## src/rtl/klein_pkg.sv

```systemverilog
// Shared types and constants for the KLEIN-64 serial sequencer.
package klein_pkg;

    localparam int KLEIN_BLOCK_W = 64;
    localparam int KLEIN_BYTE_W  = 8;
    localparam int KLEIN_NBYTES  = 8;

    // Controller phases: idle/accept, feed core, wait on core, gather result.
    typedef enum logic [1:0] {
        IDLE    = 2'd0,
        LOAD    = 2'd1,
        WAIT    = 2'd2,
        COLLECT = 2'd3
    } klein_state_e;

endpackage

```

## src/rtl/klein_byte_shifter.sv

```systemverilog
// Per-lane 64-bit byte shifter: parallel load, shift one byte toward the MSB
// end while inserting a byte at the LSB end. The top byte is the serial output
// and the whole vector is the parallel output, so one lane serves either as a
// serialiser (load + shift out) or as a deserialiser (shift in + read).
module klein_byte_shifter
    import klein_pkg::*;
#(
    parameter int NUM_LANES = 1,
    parameter int VEC_W     = KLEIN_BLOCK_W,
    parameter int BYTE_W    = KLEIN_BYTE_W
) (
    input  logic                                ck,
    input  logic                                rst_n,
    input  logic                                i_load,
    input  logic [NUM_LANES-1:0][VEC_W-1:0]     i_par,
    input  logic                                i_shift,
    input  logic [NUM_LANES-1:0][BYTE_W-1:0]    i_byte,
    output logic [NUM_LANES-1:0][BYTE_W-1:0]    o_byte,
    output logic [NUM_LANES-1:0][VEC_W-1:0]     o_par
);

    for (genvar g = 0; g < NUM_LANES; g++) begin : g_lane
        logic [VEC_W-1:0] r_vec;

        // Parallel load wins over shift; a shift drops the top byte.
        always_ff @(posedge ck or negedge rst_n) begin
            if (!rst_n) begin
                r_vec <= '0;
            end else if (i_load) begin
                r_vec <= i_par[g];
            end else if (i_shift) begin
                r_vec <= {r_vec[VEC_W-BYTE_W-1:0], i_byte[g]};
            end
        end

        assign o_byte[g] = r_vec[VEC_W-1 -: BYTE_W];
        assign o_par[g]  = r_vec;
    end

endmodule

```

## src/rtl/klein64_serial_ctrl.sv

```systemverilog
// Sequencer around the byte-serial KLEIN-64 core: accepts block+key, streams
// them into the core over 8 cycles, waits under a watchdog, gathers the 8
// result bytes and holds the ciphertext until the consumer takes it.
module klein64_serial_ctrl
    import klein_pkg::*;
#(
    parameter int NBYTES  = KLEIN_NBYTES,
    parameter int TIMEOUT = 1023,
    parameter int CW      = 10
) (
    input  logic        ck,
    input  logic        rst_n,
    input  logic        in_valid,
    output logic        in_ready,
    input  logic [63:0] in_block,
    input  logic [63:0] in_key,
    output logic        out_valid,
    input  logic        out_ready,
    output logic [63:0] out_block,
    output logic        busy,
    output logic        err,
    output logic        core_start,
    output logic [7:0]  core_inp,
    output logic [7:0]  core_key,
    input  logic        core_ready,
    input  logic [7:0]  core_out
);

    localparam int              CNTW     = (NBYTES > 1) ? $clog2(NBYTES) : 1;
    localparam logic [CNTW-1:0] CNT_ONE  = CNTW'(1);
    localparam logic [CNTW-1:0] CNT_LAST = CNTW'(NBYTES - 1);
    localparam logic [CW-1:0]   WD_ONE   = CW'(1);
    // Watchdog holds the number of WAIT cycles already completed, so the
    // TIMEOUT-th WAIT cycle is the one that sees TIMEOUT-1.
    localparam logic [CW-1:0]   WD_LAST  = CW'(TIMEOUT - 1);

    klein_state_e     r_state, w_nxt_state;
    logic [CNTW-1:0]  r_cnt, w_cnt_nxt;
    logic [CW-1:0]    r_wdog, w_wdog_nxt;
    logic             r_err, w_err_nxt;
    logic             r_out_valid, w_ov_nxt;
    logic [63:0]      r_out_block;
    logic             r_live;

    logic             w_accept;
    logic             w_src_load, w_src_shift, w_res_shift, w_ob_load;
    logic [1:0][7:0]  w_src_byte;
    logic [1:0][63:0] w_src_par_unused;
    logic [0:0][7:0]  w_res_byte_unused;
    logic [0:0][63:0] w_res_par;

    // Block (lane 0) and key (lane 1) serialiser; top byte goes to the core.
    klein_byte_shifter #(.NUM_LANES(2)) u_src (
        .ck      (ck),
        .rst_n   (rst_n),
        .i_load  (w_src_load),
        .i_par   ({in_key, in_block}),
        .i_shift (w_src_shift),
        .i_byte  ('0),
        .o_byte  (w_src_byte),
        .o_par   (w_src_par_unused)
    );

    // Result deserialiser; byte 0 ends up in the top byte after 8 shifts.
    klein_byte_shifter #(.NUM_LANES(1)) u_res (
        .ck      (ck),
        .rst_n   (rst_n),
        .i_load  (1'b0),
        .i_par   ('0),
        .i_shift (w_res_shift),
        .i_byte  (core_out),
        .o_byte  (w_res_byte_unused),
        .o_par   (w_res_par)
    );

    // r_live keeps in_ready low while in reset and until the first clock after.
    assign in_ready  = r_live && (r_state == IDLE) && (!r_out_valid || out_ready);
    assign w_accept  = in_valid && in_ready;
    assign busy      = (r_state != IDLE);
    assign err       = r_err;
    assign out_valid = r_out_valid;
    assign out_block = r_out_block;

    // Next-state, counter, flag and core-drive logic.
    always_comb begin
        w_nxt_state = r_state;
        w_cnt_nxt   = r_cnt;
        w_wdog_nxt  = r_wdog;
        w_err_nxt   = r_err;
        w_ov_nxt    = r_out_valid && !out_ready;
        w_src_load  = 1'b0;
        w_src_shift = 1'b0;
        w_res_shift = 1'b0;
        w_ob_load   = 1'b0;
        core_start  = 1'b0;
        core_inp    = '0;
        core_key    = '0;
        case (r_state)
            IDLE: begin
                if (w_accept) begin
                    w_src_load  = 1'b1;
                    w_err_nxt   = 1'b0;
                    w_cnt_nxt   = '0;
                    w_nxt_state = LOAD;
                end
            end
            LOAD: begin
                core_start  = (r_cnt == '0);
                core_inp    = w_src_byte[0];
                core_key    = w_src_byte[1];
                w_src_shift = 1'b1;
                if (r_cnt == CNT_LAST) begin
                    w_cnt_nxt   = '0;
                    w_wdog_nxt  = '0;
                    w_nxt_state = WAIT;
                end else begin
                    w_cnt_nxt = r_cnt + CNT_ONE;
                end
            end
            WAIT: begin
                w_wdog_nxt = r_wdog + WD_ONE;
                // A strobe on the last allowed cycle still counts as on time.
                if (core_ready) begin
                    w_res_shift = 1'b1;
                    w_cnt_nxt   = CNT_ONE;
                    w_nxt_state = COLLECT;
                end else if (r_wdog == WD_LAST) begin
                    w_err_nxt   = 1'b1;
                    w_nxt_state = IDLE;
                end
            end
            COLLECT: begin
                if (!core_ready) begin
                    // Core stream broke early; the partial result is dropped.
                    w_err_nxt   = 1'b1;
                    w_cnt_nxt   = '0;
                    w_nxt_state = IDLE;
                end else begin
                    w_res_shift = 1'b1;
                    if (r_cnt == CNT_LAST) begin
                        w_ob_load   = 1'b1;
                        w_ov_nxt    = 1'b1;
                        w_cnt_nxt   = '0;
                        w_nxt_state = IDLE;
                    end else begin
                        w_cnt_nxt = r_cnt + CNT_ONE;
                    end
                end
            end
            default: begin
                w_nxt_state = IDLE;
            end
        endcase
    end

    // State, counters, sticky error and the held output block.
    always_ff @(posedge ck or negedge rst_n) begin
        if (!rst_n) begin
            r_state     <= IDLE;
            r_cnt       <= '0;
            r_wdog      <= '0;
            r_err       <= 1'b0;
            r_out_valid <= 1'b0;
            r_out_block <= '0;
            r_live      <= 1'b0;
        end else begin
            r_state     <= w_nxt_state;
            r_cnt       <= w_cnt_nxt;
            r_wdog      <= w_wdog_nxt;
            r_err       <= w_err_nxt;
            r_out_valid <= w_ov_nxt;
            r_live      <= 1'b1;
            // Last byte comes straight from the core; the other 7 are shifted in.
            if (w_ob_load) begin
                r_out_block <= {w_res_par[0][55:0], core_out};
            end
        end
    end

endmodule

```

## config.mk

```make
export PLATFORM = sky130hd
export DESIGN_NAME = klein64_serial_ctrl
export DESIGN_NICKNAME = d
export VERILOG_FILES = /design/src/rtl/klein_pkg.sv /design/src/rtl/klein_byte_shifter.sv /design/src/rtl/klein64_serial_ctrl.sv
export SDC_FILE = /design/constraint.sdc
export NUM_CORES = 1
export LEC_CHECK = 0
export BUFFER_PORTS_ARGS = -buffer_cell sky130_fd_sc_hd__clkbuf_2
export CORE_ASPECT_RATIO = 1.5
export CORE_MARGIN = 2
export CORE_UTILIZATION = 45
export DETAILED_ROUTE_END_ITERATION = 6
export PLACE_DENSITY = 0.67
export SYNTH_ARGS = -nofsm -noshare
export SYNTH_HDL_FRONTEND = slang
export SYNTH_SLANG_ARGS = --single-unit
```

## constraint.sdc

```tcl
create_clock -name ck -period 2.3 [get_ports ck]
set_input_delay 0.345 -clock ck [delete_from_list [all_inputs] [get_ports ck]]
set_output_delay 0.345 -clock ck [all_outputs]
set_load 0.02 [all_outputs]
```

# Word level (Yosys, flattened, before mapping)
# Cells that the tools add are included.
# word_totals
reg_bits	266
elab_cells	80
in_bits	141
# classes
n_reduce_logical	18
add_sub_neg	2
n_eq_ne	13
mux	37
# op_table
op	count
2-to-1 mux 64 bit	4
one-hot mux 10 bit (2 select lines)	1
2-to-1 mux 1 bit	16
2-to-1 mux 8 bit	2
2-to-1 mux 2 bit	6
2-to-1 mux 3 bit	4
!= test 2 bit, second input constant	6
one-hot mux 3 bit (4 select lines)	1
adder 10 x 1 -> 10 bit, second input constant	1
equality test 10 bit, second input constant	1
2-to-1 mux 10 bit	1
one-hot mux 2 bit (4 select lines)	1
!= test 3 bit, second input constant	2
nonzero test 2 bit	3
AND reduction 5 bit	1
equality test 2 bit, second input constant	2
logical AND 1 bit	4
AND reduction 2 bit	2
AND reduction 4 bit	1
adder 3 x 1 -> 3 bit, second input constant	1
equality test 3 bit, second input constant	1
logical NOT 3 bit	1
one-hot mux 1 bit (3 select lines)	1
nonzero test 3 bit	1
other kinds (5)	6

# Longest topological paths before layout
# Gate-level depths: netlist (run 1).
# logic_depth
ltp_word	7
depth_mapped	6
mapped_depth_nobuf	5

# Cells and area by module
# From an unflattened synthesis (run 1), not the netlist that was laid out.
# hier_totals
cells_unflattened	1121
hier_area_um2	12849.8
# modules_own_cells
module	area_per_inst_um2	instances	seq_area_each_um2	cells_per_inst
klein_byte_shifter at u_src	6118.4	1	3203.1	570
klein64_serial_ctrl	3702.3	1	2052.0	266
klein_byte_shifter at u_res	3029.2	1	1601.5	285

# Least setup slack after synthesis (run 1)
# Ideal clock, no wire load.
# synth_path
kind	register -> register
startpoint	register r_cnt[0]
endpoint	register r_out_block[14], in the netlist out_block[14]
path_stages_with_launch	7
setup_slack_ps	515
t_arrival_ps	1660
cell_sequence	dfrtp_1 > ha_1 > ha_1 > nand4_1 > buf_2 > buf_2 > mux2_2
# synth_via
elab_chain_len	4
# synth_lines
item	line	source
start: declaration	klein64_serial_ctrl.sv:38	logic [CNTW-1:0] r_cnt, w_cnt_nxt;
start signal: assignment	klein64_serial_ctrl.sv:168	r_cnt <= w_cnt_nxt;
equality test 3 bit	klein64_serial_ctrl.sv:140	if (r_cnt == CNT_LAST) begin
2-to-1 mux 1 bit	klein64_serial_ctrl.sv:140	
2-to-1 mux 1 bit	klein64_serial_ctrl.sv:133	if (!core_ready) begin
2-to-1 mux 1 bit	klein64_serial_ctrl.sv:98	case (r_state)
end signal: assignment	klein64_serial_ctrl.sv:175	r_out_block <= {w_res_par[0][55:0], core_out};
end: declaration	klein64_serial_ctrl.sv:42	logic [63:0] r_out_block;
# Every way passes these cells.
# A chain may end at the register's enable or synchronous reset.

# Final worst setup path (run 1)
# layout_path
startpoint	register r_state[1]
endpoint	output port core_key[0]
# layout_via
elab_chain_len	2
# layout_lines
item	line	source
start: declaration	klein64_serial_ctrl.sv:37	klein_state_e r_state, w_nxt_state;
start signal: assignment	klein64_serial_ctrl.sv:167	r_state <= w_nxt_state;
equality test 2 x 1 -> 1 bit	klein64_serial_ctrl.sv:98	
2-to-1 mux 8 bit	klein64_serial_ctrl.sv:98	
end: declaration	klein64_serial_ctrl.sv:24	output logic [7:0] core_key,
# Every way passes these cells.

==> impl_metrics.yaml, run 1 <==
sta:
  finalSetupTns_ns: 0
  setup_viol: 0
  fin_ws_ns: 0.106
  tightestPinTransition_ns: 0.718
  period_needed_ns: 2.19
  slew_headroom_pct: 52.1
  clock_skew_ns: 0.0122
  grt_setup_unrepaired: "no"
  period_share_pct: 95.4
  fmaxAchievable_mhz: 456
  slew_violations: 0
  finalHoldViolCount: 0
power_and_ir_drop:
  power.density_mw_per_mm2: 1220
  ir_drop_uv: 705
  leakage_nw: 6.87
grt:
  antenna_found_initial: 0
  first_global_vias: 7534
  grt_pass1_wl_um: 39800
  gr-total-overflow: 0
  grt_util_all_layers_pct: 18.6
  grt_max_degree: 68
floorplan:
  initial_utilization_pct: 45.8
  fp.dieW_um: 133
  fp.dieH_um: 197
  core_area_mm2: 0.0244
  rows: 70
  dieArea_mm2: 0.0262
  io_pins: 226
clock_tree:
  clock_latency_ns: 0.52
  cts.sinks: 266
  htreeDepth: 1
  cts_root_buf: "clkbuf_16"
  clk_path_buf_depth: 3
  cts_tree: "yes"
  cts_buffers: 26
  clk_pin_slew_ns: 0.07
flow_run:
  cap_violations: 0
layout:
  fin_nets: 1175
  layout_common_cells: "dfrtp_1 (266), clkbuf_2 (223), mux2_2 (140), and2_1 (126), a221o_1 (110)"
  final_area_mm2: 0.0137
  area_growth_pct: 22.3
  drive_above_1_share_pct: 41.9
  final_common_cell: "dfrtp_1"
  num_antenna_cells: 0
routing:
  dr.pass1.iters: 5
  routed_via_density: 5.35
  wirelength_um: 24100
  wl_per_cell_um: 17.6
  wl_met1_um: 10200
  dr.first_iter.drc_count: 363
  ant_nets: 0
  drc: 0
  wl_met2_um: 11400
  highest_layer: "met4"
  wl_met3_um: 1950
  vias: 7345
critical_path:
  ff2ff_path_depth: 5
  startpoint_type: "register"
  crit_type: "reg2out"
  end_kind: "output port"
  critPathMaxFanout: 42
  cp.arrival_ns: 1.85
  required_ns: 1.96
hold_path:
  hold-path-cell-count: 2
  hold_class: "in2reg"
outcome:
  outcome: "finished, final reports clean"
logic_synthesis:
  synth_area_leaders: "dfrtp_1 (59%), mux2_2 (14%), a221o_1 (9.8%)"
  synth-edff-count: 0
  synth_largest_area_cell: "dfrtp_1"
  synth-seq-cells: 266
  avgSynthCellArea_um2: 13.7
  synth-main-ff-cell: "dfrtp_1"
  synth_cell_types: 45
  ys_warn_count: 0
  synth_area_mm2: 0.0112
  async_flop_share_pct: 100
  synth-seq-area-share_pct: 59.5
  syn_inst: 815
  synthesis.nets: 961
  yosysTopAreaCellShare_pct: 59.5
placement:
  port_buffers: 225
  place_ws_ns: 0.413
  place_hpwl_um: 16000
  place_congestion: 0.783
  placed_area_mm2: 0.0127
-- stage by stage --
step	hold WS [ns]	util (%)	std cells	total power, mW
global placement	0.310	51.9	1320	12.1
detailed placement	0.310	51.9	1320	12.3
global route	0.0236	56.0	1373	17.8
floorplan	0.0494	-	815	10.6
finish	0.0471	56.0	1373	16.7
CTS	0.0237	55.9	1370	16.9
-- synth_stat cells (2+ instances only) --
cell      number
o31ai_1        2
a221o_1      110
and2_1       127
nand3b_1       2
nand3_1        8
buf_2         29
and3b_1        2
o21ai_0        4
nand4_1        5
a31oi_1        3
a221oi_1       3
a21oi_1        5
dfrtp_1      266
nand2_1        9
ha_1           5
and4_1         2
and3_1         3
a41oi_1        3
nor4bb_1       2
mux2_2       140
nor2_1         3
nand2b_1       4
buf_4          3
buf_6          9
inv_1          6
clkbuf_1      22
nor2b_1       20
-- path summary, 6_finish.rpt --
path                                       from                   endpoint  slack (ns)
worst max-delay path                 r_state[1]                core_key[0]        0.11
worst min-delay path               in_block[61]  u_src.g_lane[0].r_vec[61]        0.05
worst max register to register         r_cnt[0]              out_block[16]        0.39
worst min register to register  u_res.o_par[52]              out_block[60]        0.50
max in group asynchronous                 rst_n  u_src.g_lane[1].r_vec[17]        1.20
min in group asynchronous                 rst_n                  r_wdog[4]        0.35
-- critical path, cell delays in order (launching register included) --
cell and delay [ns]:
dfrtp_1 0.44, and2b_4 0.35, buf_12 0.20, and2_1 0.14, clkbuf_2 0.19
-- kinds of logic (layout without fill, tap and decap cells) --
logic type / Yosys count / in the layout / synth area share, %
AOI/OAI and AO/OA: 137 / 137 / 11.5
other: 1 / 1 / 0.0335
adders and majority gates: 5 / 5 / 0.559
and+or+nand+nor: 193 / 194 / 10.6
buffers and inverters: 70 / 303 / 3.39
muxes: 141 / 141 / 14.2
xor gates and xnor gates: 2 / 2 / 0.157
DFF: 266 / 266 / 59.5
-- layer usage --
layer	vias up	GRT usage, %
li1	3445	-
met1	3638	24.6
met2	223	29.6
met3	39	5.62
met4	0	5.42
met5	-	0
-- power breakdown --
| part | total (mW) | switching [mW] | internal, mW | leakage, nW |
|---|---|---|---|---|
| Sequential | 7.13 | 0.904 | 6.23 | 3.51 |
| Clock | 4.49 | 1.81 | 2.68 | 0.463 |
| Combinational | 5.09 | 2.49 | 2.60 | 2.90 |
-- sequential cells by signal (all words and copies together) (netlist names) --
name                flops
err                     1
out_block              64
out_valid               1
r_cnt                   3
r_live                  1
r_state                 2
r_wdog                 10
u_res.o_par            56
u_src.g_lane.r_vec    128
-- layout make-up --
| type | instances | area, um2 |
|---|---|---|
| timing repair buffer | 249 | 1480 |
| fill | 2046 | 10800 |
| tap | 324 | 405 |
| inverter | 6 | 22.5 |
| clock buffer | 35 | 766 |
| multi-input combinational | 480 | 4190 |
| sequential | 266 | 6660 |
| clock inverter | 13 | 155 |
-- timing repair --
item | CTS | global route
cloned | 1 | 1
setup endpoints to repair | 5 | 12
endpoints found under the hold margin | 51 | 0
hold buffers | 1 | 0
buffers inserted | 0 | 2
gates resized for setup | 2 | 0
No activity file was read; power rests on OpenSTA's default activity.
==> run 2: changes to the inputs <==
--- a/config.mk
+++ b/config.mk
@@ -5,12 +5,13 @@
 export SDC_FILE = /design/constraint.sdc
 export NUM_CORES = 1
 export LEC_CHECK = 0
-export BUFFER_PORTS_ARGS = -buffer_cell sky130_fd_sc_hd__clkbuf_2
+export BUFFER_PORTS_ARGS = -buffer_cell sky130_fd_sc_hd__buf_4
 export CORE_ASPECT_RATIO = 1.5
 export CORE_MARGIN = 2
 export CORE_UTILIZATION = 45
 export DETAILED_ROUTE_END_ITERATION = 6
 export PLACE_DENSITY = 0.67
+export SETUP_SLACK_MARGIN = 0.02
 export SYNTH_ARGS = -nofsm -noshare
 export SYNTH_HDL_FRONTEND = slang
 export SYNTH_SLANG_ARGS = --single-unit
==> run 2 against run 1 <==
Net effect: sequential share of layout area shrank 1.7 points; highest routed layer unchanged; worst setup slack lost 0.021 ns; via count is essentially flat; first-iteration DRC count grew 3.3%; die area is the same; maximum frequency shrank 0.93%; design area grew 3.7%; global-route usage grew 0.076 points.
==> impl_metrics.yaml, run 2 (synthesis gave the netlist of run 1 again) <==
critical_path:
  startpoint_type: "register"
  r2r_slack_ns: 0.38
  r2r-start: "r_cnt[0]"
  cp.arrival_ns: 1.87
  crit_type: "reg2out"
  required_ns: 1.96
  critPathMaxFanout: 38
  reg2reg_to: "out_block[12]"
  worst_path_max_delay_cell: "dfrtp_2"
  ff2ff_path_depth: 5
  end_kind: "output port"
  worstPathCellList: "and2b_4 > buf_8 > and2_1 > buf_4"
  slowest_delay_ns: 0.47
floorplan:
  core_area_mm2: 0.0244
  dieArea_mm2: 0.0262
  fp.dieH_um: 197
  rows: 70
  fp.dieW_um: 133
  initial_utilization_pct: 45.8
  io_pins: 226
sta:
  grt_setup_unrepaired: "no"
  slew_violations: 0
  tightestPinTransition_ns: 0.743
  hold_ws_ns: 0.0481
  period_needed_ns: 2.21
  slew_headroom_pct: 50.5
  finalSetupTns_ns: 0
  clock_skew_ns: 0.0122
  finalHoldViolCount: 0
  period_share_pct: 96.3
  fmaxAchievable_mhz: 452
  setup_viol: 0
clock_tree:
  clock_latency_ns: 0.52
  cts_tree: "yes"
  clk_path_buf_depth: 3
  htreeDepth: 1
  cts.sinks: 266
  clk_pin_slew_ns: 0.06
  cts_buffers: 26
  cts_root_buf: "clkbuf_16"
routing:
  wl_per_cell_um: 17.9
  wirelength_um: 24600
  vias: 7338
  drc: 0
  dr.first_iter.drc_count: 375
  ant_nets: 0
  routed_via_density: 5.36
  dr.pass1.iters: 5
placement:
  place_hpwl_um: 16300
  dp_cells: 1318
  port_buffers: 225
  place_congestion: 0.771
layout:
  utilization_pct: 58.0
  area_growth_pct: 26.8
  top_register: "u_src.g_lane.r_vec"
  layout_common_cells: "dfrtp_1 (265), buf_4 (230), mux2_2 (140), and2_1 (127), a221o_1 (110)"
  drive_above_1_share_pct: 41.3
  largest_reg_flops: 128
  fin_nets: 1171
  instances_no_fill: 1368
  num_antenna_cells: 0
  final_common_cell: "dfrtp_1"
power_and_ir_drop:
  finalPower_mw: 16.8
  leakage_nw: 6.99
  power.density_mw_per_mm2: 1190
  ir_drop_uv: 610
hold_path:
  hold_class: "in2reg"
  min_to: "u_src.g_lane[0].r_vec[21]"
  worstHoldStart: "in_block[21]"
  hold-path-cell-count: 2
grt:
  grt_max_degree: 66
  grt_util_all_layers_pct: 18.6
  grt_pass1_wl_um: 39600
  gr-total-overflow: 0
  first_global_vias: 7597
  antenna_found_initial: 0
outcome:
  outcome: "finished, final reports clean"
flow_run:
  cap_violations: 0
## run 2: changes by cell type in the layout (fill, tap and decap cells not counted), sizes merged
cell,previous run,this run
and2b,2,1
inv,7,6
clkbuf,259,38
buf,23,244
clkinv,9,6
## run 2: timing repair
action	CTS	global route
resized for setup	2	1
cloned	1	0
hold buffers	1	0
endpoints found under the setup margin	14	9
endpoints found under the hold margin	58	0
buffers inserted	1	0
## run 2: area by class of cell
class | instances | area (um2)
clock buffer | 38 | 757
timing repair buffer | 246 | 2040
fill | 2024 | 10300
clock inverter | 9 | 120
tap | 324 | 405
multi-input combinational | 479 | 4180
inverter | 6 | 22.5
sequential | 266 | 6660
## run 2: power by group
part | internal (mW) | switching, mW
registers | 6.23 | 0.918
logic | 2.81 | 2.51
clock network | 2.61 | 1.73
total | 11.7 | 5.15
## run 2: worst max-delay path, delay by kind of cell, from the launching register on
family                 cells  cell delay (ns)
buffers and inverters      2             0.36
flip-flops                 1             0.47
AND/OR/NAND/NOR            2             0.52
## run 2: worst max path at each step
stage / start / to / slack (ns) / depth (start not counted)
final: r_state[1] / core_key[2] / 0.09 / 4
after CTS: r_state[1] / core_key[0] / 0.03 / 4
after global routing: r_state[1] / core_key[2] / 0.03 / 4
after global placement: r_state[1] / u_res.o_par[33] / 0.42 / 4
after detailed placement: r_state[1] / u_res.o_par[27] / 0.39 / 4
after floorplan: r_cnt[0] / out_block[14] / 0.52 / 6
## run 2: layer usage
| layer | global-route usage [%] | routed length, um | vias up |
|---|---|---|---|
| met5 | 0 | 0 | - |
| met4 | 5.34 | 564 | 0 |
| met3 | 5.77 | 1940 | 39 |
| met2 | 30.8 | 11900 | 223 |
| met1 | 23.7 | 10100 | 3659 |
| li1 | - | - | 3417 |
## run 2: stage by stage
stage	setup slack [ns]	area (um2)
after floorplan	0.515	11200
after global placement	0.423	13200
after detailed placement	0.391	13200
after CTS	0.0327	14200
after global routing	0.0258	14200
final	0.0855	14200
==> run 3: changes to the inputs <==
--- a/config.mk
+++ b/config.mk
@@ -5,6 +5,7 @@
 export SDC_FILE = /design/constraint.sdc
 export NUM_CORES = 1
 export LEC_CHECK = 0
+export ABC_AREA = 1
 export BUFFER_PORTS_ARGS = -buffer_cell sky130_fd_sc_hd__buf_4
 export CORE_ASPECT_RATIO = 1.5
 export CORE_MARGIN = 2
@@ -12,6 +13,7 @@
 export DETAILED_ROUTE_END_ITERATION = 6
 export PLACE_DENSITY = 0.67
 export SETUP_SLACK_MARGIN = 0.02
+export SKIP_LAST_GASP = 1
 export SYNTH_ARGS = -nofsm -noshare
 export SYNTH_HDL_FRONTEND = slang
 export SYNTH_SLANG_ARGS = --single-unit
==> constraint.sdc (replaced) <==
create_clock -name ck -period 2.4 [get_ports ck]
set_input_delay 0.36 -clock ck [delete_from_list [all_inputs] [get_ports ck]]
set_output_delay 0.36 -clock ck [all_outputs]
set_load 0.02 [all_outputs]
==> run 3 against run 2 <==
Net effect: critical path depth did not move; worst setup slack improved by 0.037 ns; sequential cell count did not move; non-clock buffer count is 12 higher; clock power is 6.5% higher; register-to-register slack better by 0.11 ns; total power is 0.71% higher; sequential power down 3.8%; clock skew hardly changed; first-iteration DRC count rose by 61%.
==> impl_metrics.yaml, run 3 <==
outcome:
  outcome: "finished, final reports clean"
floorplan:
  dieArea_mm2: 0.0267
  core_area_mm2: 0.0251
  rows: 71
  io_pins: 226
  fp.dieW_um: 134
  initial_utilization_pct: 45.6
  fp.dieH_um: 199
layout:
  drive_above_1_share_pct: 20.9
  utilization_pct: 57.8
  largest_reg_flops: 128
  fin_nets: 1646
  area_growth_pct: 26.9
  final_area_mm2: 0.0145
  top_register: "u_src.g_lane.r_vec"
  fillers: 2286
  layout_common_cells: "nand3_1 (335), nand2_1 (289), dfrtp_1 (266), buf_4 (245), o21ai_0 (111)"
  final_common_cell: "nand3_1"
flow_run:
  cap_violations: 0
logic_synthesis:
  ys_warn_count: 0
  synth-main-ff-cell: "dfrtp_1"
  synth_cell_types: 27
  synth_largest_area_cell: "dfrtp_1"
  avgSynthCellArea_um2: 8.75
  yosysTopAreaCellShare_pct: 58.3
  synth-edff-count: 0
  synth_area_mm2: 0.0114
  async_flop_share_pct: 100
  syn_inst: 1306
  synth_commonest_cells: "nand3_1 (335), nand2_1 (290), dfrtp_1 (266), o21ai_0 (111), inv_1 (104)"
  synth_area_leaders: "dfrtp_1 (58%), nand3_1 (15%), nand2_1 (9.5%)"
  synth-seq-area-share_pct: 58.3
  synth-seq-cells: 266
  synthesis.nets: 1452
  yosysMostFrequentCell: "nand3_1"
clock_tree:
  clk_pin_slew_ns: 0.06
  htreeDepth: 1
  clk_path_buf_depth: 3
  cts.sinks: 266
  cts_tree: "yes"
  cts_buffers: 27
  cts_root_buf: "clkbuf_16"
  clock_latency_ns: 0.52
placement:
  port_buffers: 225
  placed_area_mm2: 0.0135
  place_hpwl_um: 20000
  place_ws_ns: 0.521
  place_congestion: 0.802
critical_path:
  startpoint_type: "register"
  ff2ff_path_depth: 8
  r2r-start: "r_cnt[0]"
  reg2reg_to: "out_block[16]"
  crit_start: "r_state[1]"
  slowest_delay_ns: 0.52
  cp_top_family: "flip-flops"
  end_kind: "output port"
  r2r_slack_ns: 0.49
  critPathMaxFanout: 56
  cp.arrival_ns: 1.92
  required_ns: 2.04
  worstPathCellList: "nor2_4 > inv_6 > nor2_1 > buf_4"
  worst_path_max_delay_cell: "dfrtp_1"
  cp_num_buf_inv: 2
  critPathCapture: "core_inp[1]"
  cp.depth: 4
  crit_type: "reg2out"
sta:
  tightestPinTransition_ns: 0.662
  fin_ws_ns: 0.123
  period_needed_ns: 2.28
  clock_skew_ns: 0.0119
  period_share_pct: 94.9
  slew_violations: 0
  fmaxAchievable_mhz: 439
  finalHoldViolCount: 0
  slew_headroom_pct: 55.8
  grt_setup_unrepaired: "no"
  finalSetupTns_ns: 0
  hold_ws_ns: 0.0764
  setup_viol: 0
grt:
  grt_max_degree: 127
  gr-total-overflow: 0
  first_global_vias: 9516
  grt_pass1_wl_um: 48700
  grt_util_all_layers_pct: 22.4
  antenna_found_initial: 1
routing:
  drc: 0
  routed_via_density: 5.21
  dr.first_iter.drc_count: 602
  wl_per_cell_um: 16.1
  wirelength_um: 29800
  dr.pass1.iters: 4
  ant_nets: 0
  vias: 9635
hold_path:
  hold_class: "in2reg"
power_and_ir_drop:
  ir_drop_uv: 826
  power.density_mw_per_mm2: 1170
  leakage_nw: 7.20
-- run 3: cell count changes in the layout (fill, tap and decap cells not counted), sizes merged, moves of 13 or more --
cell,before,now
nor2b,20,0
inv,6,108
a221o,110,0
mux2,140,0
buf,244,257
o21ai,4,132
o211ai,1,20
nor2,4,32
and2,127,0
nand2,9,291
nand3,8,335
-- run 3: worst min-delay path by stage --
stage | from | endpoint | slack, ns | cells past startpoint
after global routing | in_key[47] | u_src.g_lane[1].r_vec[47] | 0.07 | 3
final | in_block[7] | u_src.g_lane[0].r_vec[7] | 0.08 | 3
after global placement | rst_n | u_src.g_lane[1].r_vec[58] | 0.39 | 1
after detailed placement | rst_n | u_src.g_lane[1].r_vec[58] | 0.39 | 1
after CTS | in_block[2] | u_src.g_lane[0].r_vec[2] | 0.05 | 3
after floorplan | rst_n | err | 0.06 | 0
-- run 3: layer usage --
layer  share of wire (%)  track usage [%]  wire length, um  vias to the layer above
li1                    -                -                -                     4701
met1                  39             28.2            11700                     4630
met2                  51             39.4            15300                      269
met3                 7.5             5.30             2240                       35
met4                 1.8             5.22              549                        0
met5                   0                0                0                        -
-- run 3: per-stage QoR --
stage	std cells	total power, mW
global route	1849	18.2
detailed placement	1796	12.4
finish	1849	16.9
floorplan	1306	10.4
global placement	1796	12.2
CTS	1846	17.1
-- run 3: what timing repair did --
| action | 4_1_cts | 5_1_grt |
|---|---|---|
| gates cloned | 0 | 0 |
| setup buffers | 0 | 2 |
| hold buffers | 1 | 0 |
| endpoints found under the setup margin | 7 | 13 |
| endpoints found under the hold margin | 67 | 0 |
| pin swaps | 0 | 1 |
| gates resized for setup | 1 | 0 |
-- run 3: cell families after synthesis --
family	share of synthesized area [%]
AO/OA/AOI/OAI	7.70
adder cells (fa/ha/maj)	0.548
buffers and inverters	7.39
flip-flops	58.3
other	0.0328
AND/OR/NAND/NOR	26.0
-- run 3: final cells by class --
cell class / count / area [um2] / area share [%]
antenna: 1 / 2.50 / 0.0173
timing repair buffer: 258 / 2080 / 14.4
clock buffer: 35 / 756 / 5.22
sequential: 266 / 6660 / 45.9
clock inverter: 14 / 231 / 1.60
tap: 328 / 410 / 2.83
multi-input combinational: 838 / 3930 / 27.1
inverter: 109 / 415 / 2.87
-- run 3: where the power goes --
part           leakage (nW)  total, mW  switching [mW]  internal [mW]
sequential             3.42       6.88           0.848           6.03
combinational          3.29       5.44            3.41           2.02
clock                 0.491       4.62            1.75           2.87
total                  7.20       16.9            6.01           10.9
-- run 3: worst reg2reg max path: stages (launching register included) --
cell	delay, ns
dfrtp_1	0.39
ha_1	0.16
ha_1	0.28
inv_1	0.13
nor3_4	0.21
clkinv_2	0.09
buf_12	0.21
nand2_1	0.20
o21ai_0	0.09
